$ cat src/rtl/spi_arbiter.sv
// Round-robin arbiter sharing one spi_serdes engine between the init sequencer,
// the periodic axis reader and the host register port, with a BUSY watchdog.
module spi_arbiter #(
  parameter int TIMEOUT_CYCLES = 64,
  parameter int CNT_W          = 16
) (
  input  logic        clk,
  input  logic        reset,
  input  logic [2:0]  req,
  input  logic [15:0] req_tx0,
  input  logic [15:0] req_tx1,
  input  logic [15:0] req_tx2,
  output logic [2:0]  ack,
  output logic [2:0]  err,
  output logic [7:0]  rd_data,
  output logic        busy,
  output logic [1:0]  grant_id,
  output logic        serdes_start,
  output logic [15:0] serdes_tx,
  input  logic        serdes_done,
  input  logic [7:0]  serdes_rx
);

  typedef enum logic [1:0] {
    IDLE,
    BUSY,
    RELEASE
  } state_t;

  localparam bit              WD_EN   = (TIMEOUT_CYCLES != 0);
  localparam logic [CNT_W-1:0] WD_LAST = CNT_W'((TIMEOUT_CYCLES > 0) ? TIMEOUT_CYCLES - 1 : 0);

  state_t           state;
  logic [1:0]       last;
  logic [CNT_W-1:0] watchdog;

  logic [1:0]  order0, order1, order2;
  logic [1:0]  winner;
  logic [15:0] winner_tx;

  // Search order starts just after the last winner and wraps modulo 3.
  always_comb begin
    // NOTE: every combinational output gets a value on every path, so no latch is inferred.
    order0    = 2'd0;
    order1    = 2'd1;
    order2    = 2'd2;
    winner    = 2'd0;
    winner_tx = req_tx0;
    case (last)
      2'd0: begin order0 = 2'd1; order1 = 2'd2; order2 = 2'd0; end
      2'd1: begin order0 = 2'd2; order1 = 2'd0; order2 = 2'd1; end
      default: begin order0 = 2'd0; order1 = 2'd1; order2 = 2'd2; end
    endcase
    if (req[order0])      winner = order0;
    else if (req[order1]) winner = order1;
    else                  winner = order2;
    case (winner)
      2'd0:    winner_tx = req_tx0;
      2'd1:    winner_tx = req_tx1;
      default: winner_tx = req_tx2;
    endcase
  end

  assign busy = (state != IDLE);

  always_ff @(posedge clk) begin
    // NOTE: state registers use non-blocking assignments so every flop samples pre-edge values.
    if (reset) begin
      state        <= IDLE;
      last         <= 2'd2;
      watchdog     <= '0;
      serdes_start <= 1'b0;
      serdes_tx    <= '0;
      ack          <= '0;
      err          <= '0;
      rd_data      <= '0;
      grant_id     <= 2'd0;
    end else begin
      ack <= '0;
      err <= '0;
      case (state)
        IDLE: begin
          if (req != 3'b000) begin
            grant_id     <= winner;
            last         <= winner;
            serdes_tx    <= winner_tx;
            serdes_start <= 1'b1;
            watchdog     <= '0;
            state        <= BUSY;
          end
        end
        BUSY: begin
          // A done arriving on the final watchdog cycle still completes normally.
          if (serdes_done) begin
            serdes_start <= 1'b0;
            rd_data      <= serdes_rx;
            ack          <= 3'b001 << grant_id;
            state        <= RELEASE;
          end else if (WD_EN && (watchdog == WD_LAST)) begin
            serdes_start <= 1'b0;
            err          <= 3'b001 << grant_id;
            state        <= RELEASE;
          end else if (watchdog != '1) begin
            watchdog <= watchdog + CNT_W'(1);
          end
        end
        RELEASE: begin
          if (!serdes_done) state <= IDLE;
        end
        default: state <= IDLE;
      endcase
    end
  end

endmodule

$ cat config.mk
export PLATFORM = sky130hd
export DESIGN_NAME = spi_arbiter
export DESIGN_NICKNAME = d
export VERILOG_FILES = /design/src/rtl/spi_arbiter.sv
export SDC_FILE = /design/constraint.sdc
export NUM_CORES = 1
export LEC_CHECK = 0
export ABC_CLOCK_PERIOD_IN_PS = 2900
export CAP_MARGIN = 30
export CORE_MARGIN = 2
export CORE_UTILIZATION = 42
export CTS_CLUSTER_DIAMETER = 150
export CTS_CLUSTER_SIZE = 10
export DETAILED_ROUTE_END_ITERATION = 12
export PLACE_DENSITY = 0.86
export SLEW_MARGIN = 20
export SYNTH_ARGS = -nofsm -noshare
export SYNTH_HDL_FRONTEND = slang
export SYNTH_SLANG_ARGS = --single-unit
$ cat constraint.sdc
create_clock -name clk -period 2.9 [get_ports clk]
set_input_delay 0.58 -clock clk [delete_from_list [all_inputs] [get_ports clk]]
set_output_delay 0.58 -clock clk [all_outputs]
set_load 0.02 [all_outputs]
# ---- Word level (Yosys, flattened, before mapping)
# Cells that the tools add are included.
dict set report totals {
  regBits 53
  inputBits 62
  output_inout_bits 34
}
dict set report op_classes {
  n_addsub 1
  magnitude_cmp 2
  eq_ne 12
  shift 1
  mux 24
  bitwise 3
  n_reduce_logical 13
}
# operator count
set ops {}
lappend ops {{$mux 16} 4}
lappend ops {{$pmux 16 s2} 2}
lappend ops {{$add 16x1->16 const B} 1}
lappend ops {{$eq 16x6->1 const B} 1}
lappend ops {{$ne 16x16->1 const B} 1}
lappend ops {{$mux 2} 6}
lappend ops {{$pmux 2 s2} 3}
lappend ops {{$ne 2x2->1 const B} 5}
lappend ops {{$eq 2x1->1 const B} 3}
lappend ops {{$logic_not 2->1} 3}
lappend ops {{$lt 2x3->1 const B} 2}
lappend ops {{$pmux 2 s3} 1}
lappend ops {{$reduce_and 3->1} 2}
lappend ops {{$mux 1} 5}
lappend ops {{$reduce_and 5->1} 1}
lappend ops {{$bmux 1 s2} 2}
lappend ops {{$reduce_and 2->1} 2}
lappend ops {{$reduce_bool 2->1} 2}
lappend ops {{$reduce_or 4->1} 1}
lappend ops {{$ne 3x3->1 const B} 1}
lappend ops {{$not 1->1} 3}
lappend ops {{$reduce_bool 3->1} 1}
lappend ops {{$reduce_or 3->1} 1}
lappend ops {{$shl 1x2->3 const A} 1}
lappend ops {{2 further kinds} 2}

# ---- Depth between registers and ports, before layout
# Gate-level depths: netlist (run 1).
dict set report logic_depth {
  word_depth 8
  mapped_depth 8
}

# ---- Least setup slack after synthesis (run 1)
# OpenSTA, ideal clock, no wires.
dict set report synth_timing {
  path_kind {register -> register}
  from {register watchdog[7]}
  to {register watchdog[4]}
  setup_ps 128
  t_arrival_ps 1960
  setup_slack_ps 813
  path_stages_with_launch 8
  period_less_slack_ps 2087
  cell_sequence {dfxtp_1 -> or4_1 -> or4_4 -> nor3_4 -> buf_4 -> nor3_1 -> xnor2_1 -> nor2_1}
}
dict set report synth_via {
  elab_chain_len 3
  word_cells_on_any_way 5
  cone_classes {4 x eq/ne; 1 x reduce/logical}
}
# item line_no
set synth_rtl {}
lappend synth_rtl {{from (decl)} 35} ;# logic [CNT_W-1:0] watchdog;
lappend synth_rtl {{from (signal assigned)} 104} ;# watchdog <= watchdog + CNT_W'(1);
lappend synth_rtl {{$ne 16x16->1 / $eq 16x6->1 (equally long branches)} {103, 99}}
lappend synth_rtl {{$ne 2x2->1 (no source line)} n/a}
lappend synth_rtl {{$reduce_and 5->1 (no source line) (*)} n/a}
# Mark *: on every way between the ends. The rest lies on a longest branch, timed or not.
# A chain may end at the register's enable or synchronous reset.

# ---- Worst setup path after layout (run 1)
dict set report layout_timing {
  from {input port req[1]}
  to {register watchdog[15]}
}
dict set report layout_via {
  elab_chain_len 3
}
# item line_no
set layout_rtl {}
lappend layout_rtl {{from (decl)} 9} ;# input logic [2:0] req,
lappend layout_rtl {{$reduce_bool 3->1} 83} ;# if (req != 3'b000) begin
lappend layout_rtl {{$ne 2x2->1 (no source line)} n/a}
lappend layout_rtl {{$reduce_and 5->1 (no source line)} n/a}
# Every way passes these cells.

==> results.ini, run 1 <==
[status]
status = finished, final reports clean

[floorplan]
dieHeight_um = 77.9
initial_core_util = 0.443
fp-row-count = 26
coreArea_mm2 = 0.00517
dieArea_mm2 = 0.00606
io_pins = 96
fp.dieW_um = 77.9

[critical_path]
critPathTopFamily = simple AND/OR/NAND/NOR gates
slowest_delay_ns = 0.53
cpMaxStageDelayCell = clkdlybuf4s50_1
path_buf_inv = 1
crit_chain = clkdlybuf4s50_1 > nor4_1 > a211o_1 > a41o_1 > or2_2 > or3_1 > a21oi_1
worstPathArrival_ns = 2.65
r2r-start = watchdog[7]
path_class = in2reg
crit_fanout = 8
cp-startpoint = req[1]
critPathLaunchType = input port
r2r_slack_ns = 0.52
worstSetupEndpointType = register
required_ns = 3.14

[clock_network]
cts_sinks = 52
cts_tree = yes
htree_levels = 2
cts_max_path_buffers = 2
cts-buffers-inserted = 5
cts.reportedPaths.clkPinSlew_ns = 0.09
cts-root-buf = clkbuf_8
clkLatencyLatePin_ns = 0.31
post_cts_resized = 0
post_cts_buffers = 0
ctsHoldBuffers = 0

[timing]
max_slew.worst_pin.slew_ns = 0.684
relSlewSlack = 0.544
hold_viol_final = 0
period_share = 0.828
fin_setup_tns_ns = 0
rsz0062_at_grt = false
drv_slew = 0
period_needed_ns = 2.40
finalSetupViolCount = 0
fin_skew_ns = 0.00445
fmax_ghz = 0.416

[logic_synthesis]
synth_top_cell_by_area = dfxtp_1
synth_nets = 331
syn_area_per_cell_um2 = 8.55
synthFlopType = dfxtp_1
synth_top_cell_area_share = 0.454
syn_inst = 268
synth_cell_types = 37
ys_seq_area_frac = 0.454
synth_area_leaders = dfxtp_1 45%, nor2_1 8.5%, a221o_1 7.0%
syn_area_mm2 = 0.00229
synth_edf_count = 0
ys_ff_latch = 52
ys.warnings.count = 0
synth-async-reset-ratio = 0

[detailed_routing]
finalWirelength_mm = 6.19
viasPerCell = 5.40
drt.antenna.violating_nets = 0
drt-pass1-iter-count = 4
wl_per_cell_um = 14.3
drc_errors = 0
drtIter0Drc = 146
vias = 2337

[global_routing]
antenna_found_initial = 0
grt_pass1_wl_mm = 10.2
grt_overflow = 0
grtUsageTotal = 0.208
grt_pass1_vias = 2182
grt_max_degree = 20

[pwr]
power_frac_comb = 0.262
p_sw_w = 0.000499
power.share.clock = 0.284
power_switching_share = 0.285
p_leak_nw = 1.26
cellPowerDensity_mw_per_mm2 = 510
p_int_w = 0.00125
pwr-share-seq = 0.454
peakVddDrop_uv = 257

[cells_and_area]
diodes = 0
mostFrequentLayoutCells = 95 x clkdlybuf4s50_1, 52 x nor2_1, 52 x dfxtp_1, 27 x nor3_1, 20 x a21oi_1
nNetsFinal = 425
drive_above_1_share = 0.0634
final_cell_area_mm2 = 0.00343
area_growth_syn_to_layout_pct = 49.9
mostFrequentLayoutCell = clkdlybuf4s50_1

[hold_path]
holdCritStartpoint = serdes_tx[4]
hold_class = reg2reg

[job]
drv_cap = 0

[placement]
dpl_cell_area_mm2 = 0.00332
io_buffers = 95
place.gp.congestion = 0.901
dp_hpwl_mm = 4.73

[kinds of logic (layout without fill, tap and decap cells)]
family / count (synthesis) / after routing / share of synthesized area
compound gates: 54 / 54 / 0.176
xor+xnor: 13 / 13 / 0.0497
fa+ha+maj: 1 / 1 / 0.00546
buf+inv: 19 / 114 / 0.0344
flops: 52 / 52 / 0.454
mux: 1 / 1 / 0.00437
simple gates: 128 / 128 / 0.276
[Yosys cell counts, types with 2 or more instances]
cell,n
a21oi_1,20
a221o_1,16
a22o_1,8
and2_1,2
buf_4,2
clkbuf_1,13
dfxtp_1,52
inv_1,3
nand2_1,10
nand2b_1,6
nand3_1,7
nand4_1,4
nor2_1,52
nor3_1,27
nor4_1,5
o21ai_0,3
o22ai_1,2
or2_2,4
or4_1,3
xnor2_1,12
[worst paths after layout]
path / end / depth (start not counted)
max: watchdog[15] / 7
max reg2reg: watchdog[13] / 6
min: serdes_tx[4] / 2
min reg2reg: serdes_tx[4] / 2
[per-stage QoR]
| stage | std cells | worst slack (ns) | utilization | total power (W) | hold slack (ns) |
|---|---|---|---|---|---|
| floorplan | 268 | 0.813 | - | 0.00104 | 0.453 |
| detailed placement | 425 | 0.196 | 0.642 | 0.00127 | 0.467 |
| global placement | 425 | 0.258 | 0.642 | 0.00126 | 0.462 |
| finish | 433 | 0.499 | 0.664 | 0.00175 | 0.495 |
| CTS | 433 | 0.503 | 0.664 | 0.00176 | 0.494 |
| global route | 433 | 0.408 | 0.664 | 0.00183 | 0.504 |
[layout make-up]
cell class / count / area [um2]
clock inverters: 3 / 42.5
fillers: 402 / 1740
flip-flops and latches: 52 / 1040
clock buffers: 5 / 68.8
inverters: 3 / 11.3
well taps: 70 / 87.6
repair buffers: 103 / 1010
multi-input cells: 197 / 1170
[power groups by stage]
stage	combinational, W	clock [W]	sequential [W]
after global placement	0.000449	0	0.000808
final	0.000460	0.000498	0.000795
after global routing	0.000495	0.000538	0.000802
after detailed placement	0.000456	0	0.000811
after CTS	0.000460	0.000507	0.000795
after floorplan	0.000185	0	0.000857
[layer usage]
metal | GRT usage | routed length [um] | up-vias | share of wire
met1 | 0.246 | 2530 | 1067 | 0.41
met5 | 0 | 0 | - | 0
li1 | - | - | 1154 | -
met2 | 0.353 | 3090 | 101 | 0.50
met4 | 0.0911 | 139 | 0 | 0.022
met3 | 0.0547 | 429 | 15 | 0.069
[worst min-delay path: cells and delay by family (launching register included)]
family,cells,cell delay (ns)
flip-flops,1,0.32
AND/OR/NAND/NOR,2,0.14
[flip-flops by register name, indices dropped and copies added (netlist names)]
name,flops
ack,3
watchdog,16
err,3
grant_id,2
state,2
serdes_tx,16
serdes_start,1
rd_data,8
last,1
(Power assumes the default switching activity.)
==> inputs of run 2 (changes only) <==
--- a/config.mk
+++ b/config.mk
@@ -5,14 +5,14 @@
 export SDC_FILE = /design/constraint.sdc
 export NUM_CORES = 1
 export LEC_CHECK = 0
-export ABC_CLOCK_PERIOD_IN_PS = 2900
+export ABC_CLOCK_PERIOD_IN_PS = 2140
 export CAP_MARGIN = 30
 export CORE_MARGIN = 2
-export CORE_UTILIZATION = 42
+export CORE_UTILIZATION = 38
 export CTS_CLUSTER_DIAMETER = 150
 export CTS_CLUSTER_SIZE = 10
 export DETAILED_ROUTE_END_ITERATION = 12
-export PLACE_DENSITY = 0.86
+export PLACE_DENSITY = 0.82
 export SLEW_MARGIN = 20
 export SYNTH_ARGS = -nofsm -noshare
 export SYNTH_HDL_FRONTEND = slang
==> constraint.sdc (replaced) <==
create_clock -name clk -period 2.14 [get_ports clk]
set_input_delay 0.428 -clock clk [delete_from_list [all_inputs] [get_ports clk]]
set_output_delay 0.428 -clock clk [all_outputs]
set_load 0.02 [all_outputs]
==> run 2 against run 1 <==
Register-to-register slack got worse by 0.52 ns. Non-clock buffer count up 20. Clock-buffer cell count increased by 2. Critical path type is now reg2reg. Routed wire length grew 2.3%. Via count up 3.2%. Largest cell class unchanged. Worst hold slack worse by 0.014 ns. Critical path depth up 1. Design area grew 6.5%. Clock power grew 14%. Sequential share of layout area decreased by 1.7 points.
==> results.ini, run 2 (synthesis results as in run 1) <==
[status]
status = finished, final reports clean

[clock_network]
cts-root-buf = clkbuf_8
cts-buffers-inserted = 5
cts_sinks = 52
ctsHoldBuffers = 0
clkLatencyLatePin_ns = 0.30
cts_max_path_buffers = 2
htree_levels = 2
cts_tree = yes
cts.reportedPaths.clkPinSlew_ns = 0.09

[critical_path]
worstPathArrival_ns = 2.33
rr_worst_depth = 8
worstSetupEndpointType = register
required_ns = 2.33
crit_fanout = 5
r2r_slack_ns = 0.002
critPathLaunchType = register
path_class = reg2reg

[pwr]
p_sw_w = 0.000659
p_int_w = 0.00164
power_frac_comb = 0.285
power_switching_share = 0.286
power.share.clock = 0.247
pwr-share-seq = 0.468
p_total_w = 0.00230
cellPowerDensity_mw_per_mm2 = 630
p_leak_nw = 1.38
peakVddDrop_uv = 375

[cells_and_area]
fillerInstances = 493
final_cell_area_mm2 = 0.00366
nNetsFinal = 445
multi_input_area_mm2 = 0.00122
drive_above_1_share = 0.141
reg_top3 = serdes_tx (16), watchdog (16), rd_data (8)
mostFrequentLayoutCells = 92 x clkdlybuf4s50_1, 51 x nor2_1, 48 x dfxtp_1, 26 x nor3_1, 25 x buf_4
finish.utilization = 0.621
regArea_mm2 = 0.00105
stdcell_count = 458
area_growth_syn_to_layout_pct = 59.6
mostFrequentLayoutCell = clkdlybuf4s50_1
diodes = 0

[detailed_routing]
vias = 2412
drt-pass1-iter-count = 4
viasPerCell = 5.27
drtIter0Drc = 171
finalWirelength_mm = 6.33
drc_errors = 0
wl_per_cell_um = 13.8
drt.antenna.violating_nets = 0

[timing]
drv_slew = 0
rsz0062_at_grt = true
period_share = 0.999
period_needed_ns = 2.14
fin_setup_tns_ns = 0
relSlewSlack = 0.729
fin_skew_ns = 0.0105
fmax_ghz = 0.468
finalSetupViolCount = 0
hold_viol_final = 0
max_slew.worst_pin.slew_ns = 0.397

[placement]
placed_cells = 448
dp_hpwl_mm = 4.87
io_buffers = 95
place.gp.congestion = 0.819
dpl_cell_area_mm2 = 0.00348

[hold_path]
hold_class = reg2reg
hold_depth = 1

[floorplan]
fp-row-count = 28
initial_core_util = 0.389
dieArea_mm2 = 0.00667
fp.dieW_um = 81.6
coreArea_mm2 = 0.00589
dieHeight_um = 81.6
io_pins = 96

[global_routing]
grt_overflow = 0
grt_pass1_vias = 2356
grt_max_degree = 18
grt_pass1_wl_mm = 10.0
antenna_found_initial = 0
grtUsageTotal = 0.193

[job]
drv_cap = 0

## run 2: changes by cell type in the layout (fill, tap and decap cells not counted), moves of 2 or more
| cell | previous run | this run |
|---|---|---|
| buf_4 | 8 | 25 |
| dfxtp_1 | 52 | 48 |
| dfxtp_2 | 0 | 4 |
| clkdlybuf4s50_1 | 95 | 92 |
| dlymetal6s2s_1 | 0 | 3 |
| buf_6 | 0 | 2 |
| nor4_1 | 5 | 3 |
| nor4_2 | 0 | 2 |
| or4_1 | 3 | 1 |
| or4_4 | 1 | 3 |
## run 2: stage by stage
| stage | hold slack, ns | worst slack (ns) |
|---|---|---|
| 3_5_place_dp | 0.466 | -0.457 |
| 2_1_floorplan | 0.453 | 0.0527 |
| 3_3_place_gp | 0.461 | -0.286 |
| 4_1_cts | 0.485 | -0.0679 |
| 5_1_grt | 0.503 | -0.0923 |
| 6_report | 0.481 | 0.00152 |
## run 2: power by group through the flow
stage	clock network [W]	registers, W	logic (W)
after floorplan	0	0.00116	0.000251
after global placement	0	0.00110	0.000637
after detailed placement	0	0.00110	0.000650
after CTS	0.000584	0.00108	0.000654
after global routing	0.000618	0.00109	0.000714
final	0.000568	0.00108	0.000656
## run 2: repair_timing
item	in CTS	in global routing
buffers inserted	2	2
endpoints found under the hold margin	0	0
gates resized for setup	9	12
setup endpoints to repair	30	29
pin swaps	5	6
## run 2: worst max-delay path: stages, from the launching register on
cell and delay, ns:
dfxtp_2 0.32, or4_4 0.52, or4_4 0.51, nor3_4 0.15, buf_6 0.15, buf_6 0.11, nor4_2 0.05, xnor2_1 0.18
nor2_1 0.05
## run 2: final timing paths
| check | startpoint | to |
|---|---|---|
| worst min-delay path | rd_data[0] | rd_data[0] |
| worst max-delay path | watchdog[9] | watchdog[8] |
| worst max register to register | watchdog[9] | watchdog[8] |
| worst min register to register | rd_data[0] | rd_data[0] |
## run 2: area by class of cell
cell class,count,area share
sequential,52,0.286
tap,75,0.0257
multi-input combinational,197,0.334
inverter,3,0.00308
clock inverter,1,0.00205
timing repair buffer,123,0.325
clock buffer,7,0.0236
## run 2: layer usage
layer	vias to the layer above	global-route usage	wire length (um)
met5	-	0	0
met4	0	0.0883	108
met3	8	0.0692	588
met2	94	0.325	3120
met1	1115	0.218	2520
li1	1195	-	-
